===== config.mk =====
export PLATFORM = sky130hd
export DESIGN_NAME = cdb_arbiter
export DESIGN_NICKNAME = d
export VERILOG_FILES = /design/src/rtl/cdb_arbiter_pkg.sv /design/src/rtl/cdb_rr_pick.sv /design/src/rtl/cdb_arbiter.sv
export SDC_FILE = /design/constraint.sdc
export NUM_CORES = 1
export LEC_CHECK = 0
export ABC_AREA = 1
export BUFFER_PORTS_ARGS = -buffer_cell sky130_fd_sc_hd__buf_4
export CAP_MARGIN = 5
export CORE_MARGIN = 2
export CORE_UTILIZATION = 47
export CTS_CLUSTER_SIZE = 24
export DETAILED_ROUTE_END_ITERATION = 7
export GPL_TIMING_DRIVEN = 0
export HOLD_SLACK_MARGIN = 0.08
export PLACE_DENSITY = 0.81
export SLEW_MARGIN = 0
export SYNTH_ARGS = -nofsm -noshare
export SYNTH_HDL_FRONTEND = slang
export SYNTH_HIERARCHICAL = 1
export SYNTH_SLANG_ARGS = --single-unit
export TNS_END_PERCENT = 5

===== constraint.sdc =====
create_clock -name clk -period 4.65 [get_ports clk]
set_clock_uncertainty 0.2 [all_clocks]
set_input_delay 0.6975 -clock clk [delete_from_list [all_inputs] [get_ports clk]]
set_output_delay 0.6975 -clock clk [all_outputs]
set_load 0.01 [all_outputs]

===== src/rtl/cdb_arbiter_pkg.sv =====
// Common-data-bus field layout, functional-unit tags and request-slot indices
// shared by the arbiter, the functional units and the bench.
package cdb_arbiter_pkg;

  localparam int NUM_CDBBITS  = 39;
  localparam int CDB_ON_FIELD = 38;
  localparam int CDB_FU_MSB   = 37;
  localparam int CDB_FU_LSB   = 35;
  localparam int CDB_RS_MSB   = 34;
  localparam int CDB_RS_LSB   = 32;
  localparam int PAYLOAD_W    = NUM_CDBBITS - 1;

  typedef logic [2:0] fu_tag_t;

  // Tag 0 is left unused so an all-zero idle bus never aliases a real unit.
  localparam fu_tag_t FU_ALU_TAG  = 3'd1;
  localparam fu_tag_t FU_JUMP_TAG = 3'd2;
  localparam fu_tag_t FU_LS_TAG   = 3'd3;
  localparam fu_tag_t FU_MUL_TAG  = 3'd4;
  localparam fu_tag_t FU_DIV_TAG  = 3'd5;

  localparam int ALU_IDX  = 0;
  localparam int JUMP_IDX = 1;
  localparam int LS_IDX   = 2;
  localparam int MUL_IDX  = 3;
  localparam int DIV_IDX  = 4;

  typedef struct packed {
    fu_tag_t     fu;
    logic [2:0]  rs;
    logic [31:0] value;
  } cdb_payload_t;

  function automatic cdb_payload_t make_payload(input fu_tag_t fu, input logic [2:0] rs,
                                                input logic [31:0] value);
    cdb_payload_t p;
    p.fu    = fu;
    p.rs    = rs;
    p.value = value;
    return p;
  endfunction

endpackage


===== src/rtl/cdb_rr_pick.sv =====
// Combinational rotate-priority picker: first eligible bit at or after rr_ptr,
// wrapping past NUM_FU-1 back to 0.
module cdb_rr_pick #(
  parameter  int NUM_FU = 5,
  localparam int IDX_W  = $clog2(NUM_FU)
) (
  input  logic [NUM_FU-1:0] eligible,
  input  logic [IDX_W-1:0]  rr_ptr,
  output logic [NUM_FU-1:0] sel,
  output logic [IDX_W-1:0]  sel_idx
);

  int               j;
  logic [IDX_W-1:0] jj;
  logic             found;

  always_comb begin
    sel     = '0;
    sel_idx = '0;
    found   = 1'b0;
    j       = 0;
    jj      = '0;
    for (int k = 0; k < NUM_FU; k++) begin
      j = int'(rr_ptr) + k;
      if (j >= NUM_FU) j = j - NUM_FU;
      jj = IDX_W'(j);
      if (!found && eligible[jj]) begin
        found   = 1'b1;
        sel[jj] = 1'b1;
        sel_idx = jj;
      end
    end
  end

endmodule


===== src/rtl/cdb_arbiter.sv =====
// Round-robin common-data-bus arbiter: grants one requesting unit per cycle and
// broadcasts {on, payload} on a registered bus, with per-unit starvation watch.
module cdb_arbiter
  import cdb_arbiter_pkg::*;
#(
  parameter int NUM_FU   = 5,
  parameter int MAX_WAIT = 16
) (
  input  logic                        clk,
  input  logic                        rst,
  input  logic [NUM_FU-1:0]           req,
  input  logic [NUM_FU*PAYLOAD_W-1:0] payload_in,
  output logic [NUM_CDBBITS-1:0]      cdb,
  output logic [NUM_FU-1:0]           grant,
  output logic                        starve_err
);

  localparam int         IDX_W      = $clog2(NUM_FU);
  localparam logic [7:0] WAIT_LIMIT = 8'(MAX_WAIT);

  // Request/grant protocol: a unit holds req with a stable payload until it sees
  // its own tag on cdb with the on bit set; that cycle is its single broadcast.
  // The unit granted last cycle is masked out, so it may drop req late.
  logic [NUM_CDBBITS-1:0] cdb_q, cdb_d;
  logic [NUM_FU-1:0]      grant_q, grant_d;
  logic                   starve_q, starve_d;
  logic [IDX_W-1:0]       rr_ptr_q, rr_ptr_d;
  logic [7:0]             wait_q [NUM_FU];
  logic [7:0]             wait_d [NUM_FU];

  logic [NUM_FU-1:0]      eligible;
  logic [NUM_FU-1:0]      sel;
  logic [IDX_W-1:0]       sel_idx;
  logic [PAYLOAD_W-1:0]   sel_payload;

  assign eligible = req & ~grant_q;

  cdb_rr_pick #(.NUM_FU(NUM_FU)) u_pick (
    .eligible (eligible),
    .rr_ptr   (rr_ptr_q),
    .sel      (sel),
    .sel_idx  (sel_idx)
  );

  always_comb begin
    // One-hot AND-OR mux keeps payload bits of unselected units off the bus.
    sel_payload = '0;
    for (int i = 0; i < NUM_FU; i++) begin
      if (sel[i]) sel_payload = sel_payload | payload_in[i*PAYLOAD_W +: PAYLOAD_W];
    end

    cdb_d    = (|eligible) ? {1'b1, sel_payload} : '0;
    grant_d  = sel;
    rr_ptr_d = rr_ptr_q;
    if (|eligible) begin
      rr_ptr_d = (sel_idx == IDX_W'(NUM_FU - 1)) ? '0 : sel_idx + IDX_W'(1);
    end

    starve_d = starve_q;
    for (int i = 0; i < NUM_FU; i++) begin
      wait_d[i] = '0;
      if (req[i] && !sel[i]) begin
        if (wait_q[i] >= WAIT_LIMIT - 8'd1) begin
          starve_d  = 1'b1;
          wait_d[i] = WAIT_LIMIT;
        end else begin
          wait_d[i] = wait_q[i] + 8'd1;
        end
      end
    end
  end

  always_ff @(posedge clk) begin
    if (rst) begin
      cdb_q    <= '0;
      grant_q  <= '0;
      starve_q <= 1'b0;
      rr_ptr_q <= '0;
      for (int i = 0; i < NUM_FU; i++) wait_q[i] <= '0;
    end else begin
      cdb_q    <= cdb_d;
      grant_q  <= grant_d;
      starve_q <= starve_d;
      rr_ptr_q <= rr_ptr_d;
      for (int i = 0; i < NUM_FU; i++) wait_q[i] <= wait_d[i];
    end
  end

  assign cdb        = cdb_q;
  assign grant      = grant_q;
  assign starve_err = starve_q;

endmodule


After elaboration in Yosys (flattened, before gate mapping)
Memories as Yosys holds them, arrays and structs flattened. Index checks and enable logic that the tools add are counted.

Output and inout port bits: 45. RAM bits: 40. Word-level logic and storage cells: 157. Input bits: 197. Memories: 1. Register bits after elaboration: 48.

Mux-type cells: 74. Add/subtract/negate cells: 15. Equal/unequal tests: 1. Magnitude comparators: 20. Bitwise logic cells: 16. Reductions and logical operators: 25.

Memory list: wait_q (words 5, bits a word 8, read ports 5, clocked after Yosys merged registers in 0, wr ports 5, RTL line cdb_arbiter.sv:28) `logic [7:0] wait_q [NUM_FU];`.

Operators by type and width (number): $mux W38 (5); $or A38 B38 Y38 (4); $mux W8 (15); $add A8 B1 Y8 const B (5); $ge A8 B4 Y1 const B (5); $mux W39 (1); $mux W3 (11); $mux W1 (27); $mux W5 (5); $lt A3 B4 Y1 const B (5); $or A5 B5 Y5 (4); $ge A4 B3 Y1 const B (4); $bmux W1 S3 (5); $demux W1 S3 (5); $ge A3 B1 Y1 const B (5); $sub A3 B3 Y3 const B (5); $logic_and A1 B1 Y1 (14); $logic_not A1 Y1 (9); $add A3 B2 Y4 const B (2); $and A5 B5 Y5 (1); $not A5 Y5 (1); $or A1 B1 Y1 (5); $reduce_or A5 Y1 (1); $add A3 B1 Y4 const B (1); other kinds (6) (6).

Depth between registers and ports, before layout
Depth in word-level cells: 28. Depth in mapped cells: 23. Depth with buffers taken out: 23.

Hierarchy
Netlist, hierarchy kept.

By module, submodules not included: cdb_arbiter (area an instance 3931.3 um^2, times used 1, sequential area each 1761.7 um^2, cells each 521); cdb_rr_pick (area an instance 1232.4 um^2, times used 1, sequential area each 0.0 um^2, cells each 248).

Least setup slack after synthesis
Ideal clock, no wire load.

Path type: reg2reg. Start: register rr_ptr_q[0]. End: register starve_q, in the netlist starve_err. Clock period less this slack: 3225 ps. Path buffers: 1. Data arrival time: 2897 ps. Data required time: 4322 ps. Library setup time: 128 ps. Cell stages (with the launch flop): 23. Setup slack: 1425 ps. Cell sequence: dfxtp_1 > inv_2 > ha_1 > inv_1 > fa_1 > inv_1 > o21ai_0 > and2_1 > nor2_1 > nand2_1 > nor2_1 > nor2_1 > inv_1 > nand3_2 > nor2_4 > nand2_1 > nand3_1 > buf_2 > nor2_1 > nand2_1 > nand3_1 > nor2_1 > nor2_1.

Elaborated cells between the ends (all ways): 94. Those cells by class: add/sub (9); order compare (15); mux (43); bitwise (4); reduce/logical (23).

RTL lines: start, declared (RTL line cdb_arbiter.sv:27) `logic [IDX_W-1:0] rr_ptr_q, rr_ptr_d;`; start signal, assigned (RTL line cdb_arbiter.sv:84) `rr_ptr_q <= rr_ptr_d;`; parallel branches: the longest is 16 deep, another holds $add A3 B1 Y4; $mux W5 * (RTL line cdb_rr_pick.sv:27) `if (!found && eligible[jj]) begin`; named net grant_d[4] (RTL line cdb_arbiter.sv:25) `logic [NUM_FU-1:0] grant_q, grant_d;`; $logic_not A1 Y1 * (RTL line cdb_arbiter.sv:62) `if (req[i] && !sel[i]) begin`; $logic_and A1 B1 Y1 * (RTL line cdb_arbiter.sv:62); $mux W1 * (RTL line cdb_arbiter.sv:62); end signal, assigned (RTL line cdb_arbiter.sv:83) `starve_q <= starve_d;`; end, declared (RTL line cdb_arbiter.sv:26) `logic starve_q, starve_d;`.

Mark *: on every way through the listed nets, which the timed path passes. The select of a mux whose other input is x is not followed. A chain may end at the register's enable or synchronous reset.

Worst setup path in the final report
Ends and elaborated chain as after synthesis.

==> results.toml <==
[floorplan]
die_area_um2 = 11800
die_y_um = 109
num_io_pins = 242
row_count = 38
initial_utilization_pct = 47.8
core_um2 = 10800
die_w_um = 109

[worst_hold_path]
worstHoldEndpoint = "wait_q[0][32]"
hold_path_class = "flip-flop to flip-flop"
hold_depth = 1
hold_start = "wait_q[0][32]"

[clocking]
holdBufCountCts = 0
root_buffer = "clkbuf_8"
cts_sinks = 88
cts_max_path_buffers = 2
insertion_delay_ns = 0.40
cts_resized = 0
numCtsBuffers = 9
post-cts-setup-buffer-count = 0
htreeDepth = 3
path_clk_slew_ns = 0.10
cts_tree = "yes"

[finish]
final_area_um2 = 7410
nets = 1248
syn2layout_area_growth_pct = 43.6
final_layout_size_suffix_gt1_share_pct = 30.3
diodes = 0

[global_routing]
grt_pass1_wl_um = 28000
grt_max_degree = 16
grt_pass1_vias = 5555
antenna_found_initial = 0
groute.usage.overall_pct = 31.9
grt-ovfl-total = 0

[timing]
finalSetupViolCount = 0
fin_setup_tns_ns = 0
fin_crit_sh_pct = 87.4
slew_violations = 0
hold_violations = 0
fmaxAchievable_mhz = 246
slew-limit-headroom_pct = 60.0
rsz0062_at_grt = "false"
min_period_ns = 4.07
worstMarginPinSlew_ns = 0.601

[drt]
drt_first_pass_iters = 5
detail-route-antenna-nets = 0
finalWirelength_um = 19000
vias_per_cell = 5.11
drt-initial-drc-count = 563
drc = 0
wl_per_cell_um = 16.1
vias = 6028

[pwr]
power_density_nw_per_um2 = 912
irDropWorstVdd_mv = 0.497
leakagePower_nw = 3.77

[placed_design]
gp_congestion = 0.978
io_buffer_count = 241
place_area_um2 = 7200
detailed_place_hpwl_um = 15300

[critical_path]
cp.required_ns = 4.72
endpoint_kind = "flip-flop"
worst_r2r_path_depth = 22
rrSetupSlack_ns = 0.58
worst_setup_path_start_kind = "flip-flop"
cp_data_arrival_time_ns = 4.14
worst-path-max-fanout = 10
rr_endpoint = "starve_err"
crit_type = "flip-flop to flip-flop"
worstReg2RegStart = "rr_ptr_q[0]"

[logic_synthesis]
synth_commonest_cells = "nand2_1 (214), nor2_1 (151), nand3_1 (102)"
synth_largest_area_cell = "dfxtp_1"
ys_ff_latch = 88
synth.most_common_cell = "nand2_1"
synth_edf_count = 0
syn_area_um2 = 5160
synth_area_leaders = "dfxtp_1 (34%), nand2_1 (16%), nor2_1 (11%), nand3_1 (9.9%), a22o_1 (6.4%)"
synth.distinct_cells = 34
synth_ff_type = "dfxtp_1"
synthArstFlopShare_pct = 0
postSynthAreaPerCell_um2 = 6.71
synth.top_cell.area_share_pct = 34.1
netlist_instances = 769
seq_area_frac_synth_pct = 34.1
ys_warn_count = 6

[status]
status = "finished, final reports clean"

[job]
maxCapViolCount = 0
==> through the flow <==
| stage | utilization (%) | worst slack (ns) | total power, W | hold slack [ns] | instances |
|---|---|---|---|---|---|
| 2_1_floorplan | - | 1.43 | 0.00470 | 0.218 | 783 |
| 3_3_place_gp | 66.7 | 0.739 | 0.00604 | 0.229 | 1164 |
| 3_5_place_dp | 66.7 | 0.667 | 0.00612 | 0.237 | 1164 |
| 4_1_cts | 68.7 | 0.630 | 0.00672 | 0.254 | 1180 |
| 5_1_grt | 68.7 | 0.306 | 0.00736 | 0.266 | 1180 |
| 6_report | 68.7 | 0.584 | 0.00677 | 0.254 | 1180 |
==> layer usage <==
layer	up-vias	global-route usage, %	share of wire [%]
met1	2688	36.1	38
met3	56	10.3	8.4
met2	279	53.2	49
met5	-	0	0
met4	0	17.6	5.4
li1	3005	-	-
==> flip-flops by register name, indices dropped and copies added (netlist names) <==
name	cells
wait_q	40
cdb	39
grant	5
rr_ptr_q	3
starve_err	1
==> critical path, stage by stage, from the launching register on <==
cell and delay, ns:
dfxtp_1 0.51, inv_2 0.17, ha_1 0.22, inv_1 0.10
fa_1 0.43, inv_1 0.06, o21ai_0 0.06, and2_1 0.19
nor2_1 0.24, nand2_1 0.08, nor2_1 0.09, nor2_1 0.07
inv_1 0.07, nand3_2 0.14, nor2_4 0.19, nand2_1 0.09
nand3_1 0.22, buf_2 0.33, nor2_1 0.13, nand2_1 0.10
nand3_1 0.08, nor2_1 0.10, nor2_1 0.04
==> logic make-up (layout without fill, tap and decap cells) <==
family / after synthesis / after routing / synth area share, %
AO/OA/AOI/OAI: 52 / 52 / 8.14
AND/OR/NAND/NOR: 522 / 522 / 45.2
buffers and inverters: 79 / 336 / 6.54
other: 1 / 15 / 0.0726
flip-flops: 88 / 88 / 34.1
adder cells (fa/ha/maj): 16 / 16 / 4.02
XOR/XNOR: 11 / 11 / 1.87
==> worst max-delay path by stage <==
stage                             to  slack (ns)   startpoint  cells after the start
after floorplan           starve_err        1.43  rr_ptr_q[0]                     22
after global placement       cdb[32]        0.74  rr_ptr_q[0]                     20
after detailed placement      cdb[3]        0.67  rr_ptr_q[0]                     21
after CTS                     cdb[3]        0.63  rr_ptr_q[0]                     21
after global routing         cdb[34]        0.31  rr_ptr_q[1]                     18
final                     starve_err        0.58  rr_ptr_q[0]                     22
==> final cells by class <==
class	instances	area (um^2)
buffer	27	143
clock buffer	11	151
clock inverter	5	62.6
fill	957	3380
inverter	52	195
multi-input combinational	616	3120
sequential	88	1760
tap	140	175
timing repair buffer	241	1810
==> layout by cell type, fill, tap and decap left out, types with 2 or more instances in the layout <==
cell type	n
nand3_1	102
inv_1	42
o21ai_1	3
ha_1	15
inv_2	10
nand2_2	9
clkbuf_8	11
dfxtp_1	88
a22o_1	38
o21ai_0	4
nand4_1	10
xnor2_1	5
clkbuf_1	14
conb_1	15
xor2_1	6
clkinvlp_4	2
buf_4	243
a21oi_1	3
nor2_4	15
nand3_2	7
nand2_1	214
buf_2	8
nand3b_1	7
nor2_1	151
and2_1	2
nor3_1	3
==> report_power, final <==
part	switching [W]	internal [W]	leakage [nW]	total [W]
Sequential	0.0000795	0.000951	0.727	0.00103
Combinational	0.00325	0.00190	2.94	0.00515
Clock	0.000303	0.000280	0.102	0.000583
Total	0.00363	0.00313	3.77	0.00677
Note: power is estimated with default switching activity, not from simulation.
